<file path="config.mk">
export PLATFORM = sky130hd
export DESIGN_NAME = ps2_key_tracker
export DESIGN_NICKNAME = d
export VERILOG_FILES = /design/src/rtl/ps2_pkg.sv /design/src/rtl/ps2_scan2ascii.sv /design/src/rtl/ps2_key_tracker.sv
export SDC_FILE = /design/constraint.sdc
export NUM_CORES = 1
export LEC_CHECK = 0
export CAP_MARGIN = 30
export CELL_PAD_IN_SITES_DETAIL_PLACEMENT = 1
export CELL_PAD_IN_SITES_GLOBAL_PLACEMENT = 1
export CORE_ASPECT_RATIO = 1.2
export CORE_MARGIN = 5
export CORE_UTILIZATION = 40
export DETAILED_ROUTE_END_ITERATION = 7
export PLACE_DENSITY_LB_ADDON = 0.2
export SETUP_SLACK_MARGIN = 0.4
export SYNTH_ARGS = -nofsm -noshare
export SYNTH_HDL_FRONTEND = slang
export SYNTH_HIERARCHICAL = 1
export SYNTH_SLANG_ARGS = --single-unit
export TNS_END_PERCENT = 5
</file>
<file path="constraint.sdc">
create_clock -name clk -period 2 [get_ports clk]
set_input_delay 0.4 -clock clk [delete_from_list [all_inputs] [get_ports clk]]
set_output_delay 0.4 -clock clk [all_outputs]
set_load 0.005 [all_outputs]
</file>
<file path="src/rtl/ps2_pkg.sv">
// Shared PS/2 definitions: prefix/status byte values and the key tracker state set.
package ps2_pkg;

    localparam logic [7:0] PS2_EXT = 8'hE0;
    localparam logic [7:0] PS2_BRK = 8'hF0;
    localparam logic [7:0] PS2_BAT = 8'hAA;
    localparam logic [7:0] PS2_ACK = 8'hFA;

    typedef enum logic [1:0] {
        IDLE,
        EXT,
        BRK,
        EXT_BRK
    } ps2_state_t;

endpackage

</file>
<file path="src/rtl/ps2_scan2ascii.sv">
// Set-2 scan code to unshifted lowercase ASCII; extended codes have no ASCII value.
module ps2_scan2ascii
    import ps2_pkg::*;
(
    input  logic [7:0] code,
    input  logic       ext,
    output logic [7:0] ascii
);

    // Table lookup of letters, digits, space, enter and backspace; everything else is 0x00
    always_comb begin
        ascii = 8'h00;
        if (!ext) begin
            case (code)
                8'h1C: ascii = 8'h61;
                8'h32: ascii = 8'h62;
                8'h21: ascii = 8'h63;
                8'h23: ascii = 8'h64;
                8'h24: ascii = 8'h65;
                8'h2B: ascii = 8'h66;
                8'h34: ascii = 8'h67;
                8'h33: ascii = 8'h68;
                8'h43: ascii = 8'h69;
                8'h3B: ascii = 8'h6A;
                8'h42: ascii = 8'h6B;
                8'h4B: ascii = 8'h6C;
                8'h3A: ascii = 8'h6D;
                8'h31: ascii = 8'h6E;
                8'h44: ascii = 8'h6F;
                8'h4D: ascii = 8'h70;
                8'h15: ascii = 8'h71;
                8'h2D: ascii = 8'h72;
                8'h1B: ascii = 8'h73;
                8'h2C: ascii = 8'h74;
                8'h3C: ascii = 8'h75;
                8'h2A: ascii = 8'h76;
                8'h1D: ascii = 8'h77;
                8'h22: ascii = 8'h78;
                8'h35: ascii = 8'h79;
                8'h1A: ascii = 8'h7A;
                8'h45: ascii = 8'h30;
                8'h16: ascii = 8'h31;
                8'h1E: ascii = 8'h32;
                8'h26: ascii = 8'h33;
                8'h25: ascii = 8'h34;
                8'h2E: ascii = 8'h35;
                8'h36: ascii = 8'h36;
                8'h3D: ascii = 8'h37;
                8'h3E: ascii = 8'h38;
                8'h46: ascii = 8'h39;
                8'h29: ascii = 8'h20;
                8'h5A: ascii = 8'h0D;
                8'h66: ascii = 8'h08;
                default: ascii = 8'h00;
            endcase
        end
    end

endmodule

</file>
<file path="src/rtl/ps2_key_tracker.sv">
// Turns the raw PS/2 byte stream into held-key state and a count of distinct presses.
module ps2_key_tracker
    import ps2_pkg::*;
#(
    parameter int CNT_W         = 8,
    parameter bit IGNORE_REPEAT = 1'b1
) (
    input  logic             clk,
    input  logic             resetn,
    input  logic [7:0]       code_in,
    input  logic             code_valid,
    output logic [7:0]       key_code,
    output logic [7:0]       ascii,
    output logic             key_ext,
    output logic             key_down,
    output logic [CNT_W-1:0] key_count
);

    ps2_state_t       r_state;
    logic [7:0]       r_keyCode;
    logic [7:0]       r_ascii;
    logic             r_keyExt;
    logic             r_keyDown;
    logic [CNT_W-1:0] r_keyCount;

    logic [7:0]       w_lookupAscii;
    logic             w_makeExt;
    logic             w_breakExt;
    logic             w_isStatus;
    logic             w_isRepeat;
    logic             w_isRelease;

    // A make seen in EXT carries the extended flag; a break in EXT_BRK releases an extended key
    assign w_makeExt   = (r_state == EXT);
    assign w_breakExt  = (r_state == EXT_BRK);
    assign w_isStatus  = (code_in == 8'h00) || (code_in == PS2_BAT) || (code_in == PS2_ACK);
    assign w_isRepeat  = IGNORE_REPEAT && r_keyDown && (code_in == r_keyCode) && (r_keyExt == w_makeExt);
    assign w_isRelease = r_keyDown && (code_in == r_keyCode) && (r_keyExt == w_breakExt);

    ps2_scan2ascii u_scan2ascii (
        .code  (code_in),
        .ext   (w_makeExt),
        .ascii (w_lookupAscii)
    );

    // Prefix-decoding FSM plus the registered key state it updates on each consumed byte
    always_ff @(posedge clk) begin
        if (!resetn) begin
            r_state    <= IDLE;
            r_keyCode  <= 8'h00;
            r_ascii    <= 8'h00;
            r_keyExt   <= 1'b0;
            r_keyDown  <= 1'b0;
            r_keyCount <= '0;
        end else if (code_valid) begin
            case (r_state)
                IDLE, EXT: begin
                    if (code_in == PS2_BRK) begin
                        r_state <= (r_state == EXT) ? EXT_BRK : BRK;
                    end else if (code_in == PS2_EXT) begin
                        r_state <= EXT;
                    end else if (!w_isStatus) begin
                        r_state <= IDLE;
                        if (!w_isRepeat) begin
                            r_keyCode  <= code_in;
                            r_keyExt   <= w_makeExt;
                            r_ascii    <= w_lookupAscii;
                            r_keyDown  <= 1'b1;
                            r_keyCount <= r_keyCount + {{(CNT_W-1){1'b0}}, 1'b1};
                        end
                    end
                end
                BRK, EXT_BRK: begin
                    if (w_isRelease) begin
                        r_keyDown <= 1'b0;
                    end
                    r_state <= IDLE;
                end
                default: r_state <= IDLE;
            endcase
        end
    end

    assign key_code  = r_keyCode;
    assign ascii     = r_ascii;
    assign key_ext   = r_keyExt;
    assign key_down  = r_keyDown;
    assign key_count = r_keyCount;

endmodule

</file>
==> flow_summary.ini <==
[run_status]
status = complete, no violations

[grt]
grt_pass1_vias = 2940
grt_pass1_wl_um = 16000
grt_max_degree = 39
track_usage_pct = 27.8
antenna_found_initial = 0
overflow = 0

[floorplanning]
die-area_um2 = 7340
initial_core_util_pct = 40.7
fp.dieH_um = 92.9
fp.coreArea_um2 = 5630
rows = 30
die_w_um = 79.1
ioPinCount = 37

[yosys]
synth_cells = 282
synth_top_flop_cell = dfxtp_1
ys_ff_latch = 28
synth.cell_area_um2 = 2290
synth.distinct_cells = 60
seq_area_frac_synth_pct = 24.5
synth-warning-count = 6
synthArstFlopShare_pct = 0
synth_nets = 301
avgSynthCellArea_um2 = 8.12
synth_edf_count = 0

[route]
routed_wl_um = 11100
wl_per_cell_um = 24.2
antenna_left = 0
viasPerCell = 6.12
firstDrtPassIters = 4
drt_first_iter_violations = 163
drcViolationCount = 0
vias = 2816

[sta]
rsz0062_at_grt = yes
period_needed_ns = 1.92
fmax_mhz = 520
tns_ns = 0
hold_viol = 0
finalSetupViolations = 0
skew_ns = 0.00458
timing.final.crit_share_pct = 96.1
finalMaxSlewViolations = 0

[pwr]
max-vdd-ir-drop_v = 0.000413
p_int_mw = 1.16
p_clk_share_pct = 27.1
power.net_switching_mw = 0.535
p_sw_share_pct = 31.5
p_leak_nw = 1.52
pwr_density_cell_nw_per_um2 = 458
power_frac_comb_pct = 36.8
p_seq_share_pct = 36.1

[worst_setup_path]
slowest_delay_ns = 0.29
path_cells = buf_6, buf_8, buf_4, xnor2_1, nand2_1, nor4_2, buf_4, nor2_4, clkbuf_16, mux2i_1
cp_top_family = buffers and inverters
cp_slowest_cell = nor4_2
reg2reg_from = r_state[0]
end_kind = flip-flop
worstPathMaxFanout = 8
cp.arrival_ns = 2.12
cp_num_buf_inv = 5
cp-start-kind = primary input
cp-startpoint = code_in[1]
crit_top_cell = buf_4
worst-setup-path-type = in2reg
crit_required_ns = 2.20

[finish]
multi_input_area_um2 = 1810
num_antenna_cells = 0
drive_gt1_share_pct = 39.9
seq_area_um2 = 566
fin_cells = 460
fill_cells = 642
area_growth_pct = 62.0
nets = 416

[clocking]
ctsHoldBuffers = 0
clock_path_buffers = 2
cts_tree = done
cts_root_buf = clkbuf_8
cts_made_buffers = 3
clock_latency_ns = 0.28
cts_sinks = 28
htree_levels = 1
path_clk_slew_ns = 0.10

[min_path]
min_from = ascii[7]
min_path_type = reg2reg

[place]
hpwl_um = 6210
dp_cells = 428
routabilityCongestion = 0.959
portBuffers = 36

[flow_run]
drv_cap = 0
==> tightest hold or removal path: cells and delay by family (launching register included) <==
kind / cells / cell delay (ns)
mux: 1 / 0.05
simple gates: 1 / 0.05
flops: 1 / 0.32
==> through the flow <==
step	setup WS [ns]	utilization [%]	area [um^2]	hold slack, ns	power (mW)
5_1_grt	0.0647	65.9	3710	0.502	1.77
3_3_place_gp	-0.555	55.5	3120	0.445	1.08
4_1_cts	0.122	61.3	3450	0.466	1.61
2_1_floorplan	0.235	-	2320	0.451	0.851
6_report	0.0784	65.9	3710	0.467	1.70
3_5_place_dp	-0.600	55.5	3120	0.452	1.09
==> cells in the mapped netlist (4+ instances only) <==
library cell / n / area (um^2)
dfxtp_1: 28 / 561
nor4_1: 4 / 25.0
inv_1: 11 / 41.3
nand3_1: 8 / 40.0
clkbuf_1: 5 / 18.8
mux2i_1: 26 / 260
nand4_1: 5 / 31.3
nor3_1: 6 / 30.0
nor2_1: 14 / 52.6
o2111ai_1: 4 / 35.0
o211ai_1: 4 / 30.0
nand2b_1: 11 / 68.8
a21oi_1: 9 / 45.0
ha_1: 8 / 100
buf_6: 6 / 67.6
o311a_1: 5 / 50.1
o31ai_1: 5 / 37.5
xnor2_1: 8 / 70.1
nand2_1: 50 / 188
==> per-layer routing <==
| metal | vias to the layer above | global-route usage, % | part of all wire [%] |
|---|---|---|---|
| met5 | - | 0 | 0 |
| met4 | 0 | 13.9 | 5.9 |
| met3 | 47 | 2.04 | 4.4 |
| met2 | 121 | 50.0 | 52 |
| met1 | 1387 | 32.7 | 38 |
| li1 | 1261 | - | - |
==> cell usage in the layout (no fill, tap or decap), types with 5 or more instances in the layout <==
| master | count |
|---|---|
| nor4_2 | 5 |
| nand2b_1 | 10 |
| dfxtp_1 | 24 |
| nand2_1 | 48 |
| inv_1 | 8 |
| clkdlybuf4s50_1 | 28 |
| nand4_1 | 5 |
| nor2_1 | 12 |
| buf_6 | 15 |
| a21oi_1 | 8 |
| nand3_1 | 7 |
| nor3_1 | 5 |
| buf_4 | 73 |
| mux2i_1 | 24 |
| o311a_1 | 5 |
==> sequential cells by signal, summed over array words and instances, names as in the netlist <==
| signal | count |
|---|---|
| key_count | 8 |
| r_state | 2 |
| ascii | 8 |
| key_code | 8 |
| key_down | 1 |
| key_ext | 1 |
==> timing repair <==
item	in CTS	in global routing
resized for setup	44	57
pin swaps	14	23
endpoints found under the setup margin	43	46
setup buffers	19	8
cloned	0	1
==> path summary, 6_finish.rpt <==
kind | end | slack [ns] | cells after the start
worst min-delay path | ascii[7] | 0.47 | 2
worst min register to register | ascii[7] | 0.47 | 2
worst max register to register | key_count[6] | 0.16 | 7
worst max-delay path | ascii[2] | 0.08 | 10
==> power by group through the flow <==
stage | Clock [mW] | Sequential (mW) | Combinational, mW
floorplan | 0 | 0.614 | 0.237
global placement | 0 | 0.617 | 0.461
detailed placement | 0 | 0.618 | 0.471
CTS | 0.468 | 0.608 | 0.530
global route | 0.491 | 0.617 | 0.659
finish | 0.461 | 0.613 | 0.625
==> area by class of cell <==
class / count / area share (%)
tap: 64 / 2.16
clock inverter: 1 / 0.809
timing repair buffer: 127 / 30.5
inverter: 12 / 1.38
multi-input combinational: 225 / 48.8
clock buffer: 3 / 1.11
sequential: 28 / 15.2
==> logic make-up after synthesis <==
group / after synthesis / synth area share, %
compound gates: 55 / 18.2
mux: 29 / 13.3
xor+xnor: 10 / 3.83
buf+inv: 29 / 7.27
fa+ha+maj: 8 / 4.37
simple gates: 122 / 28.4
flops: 28 / 24.5
other cells: 1 / 0.164
No activity file was read; power rests on OpenSTA's default activity.
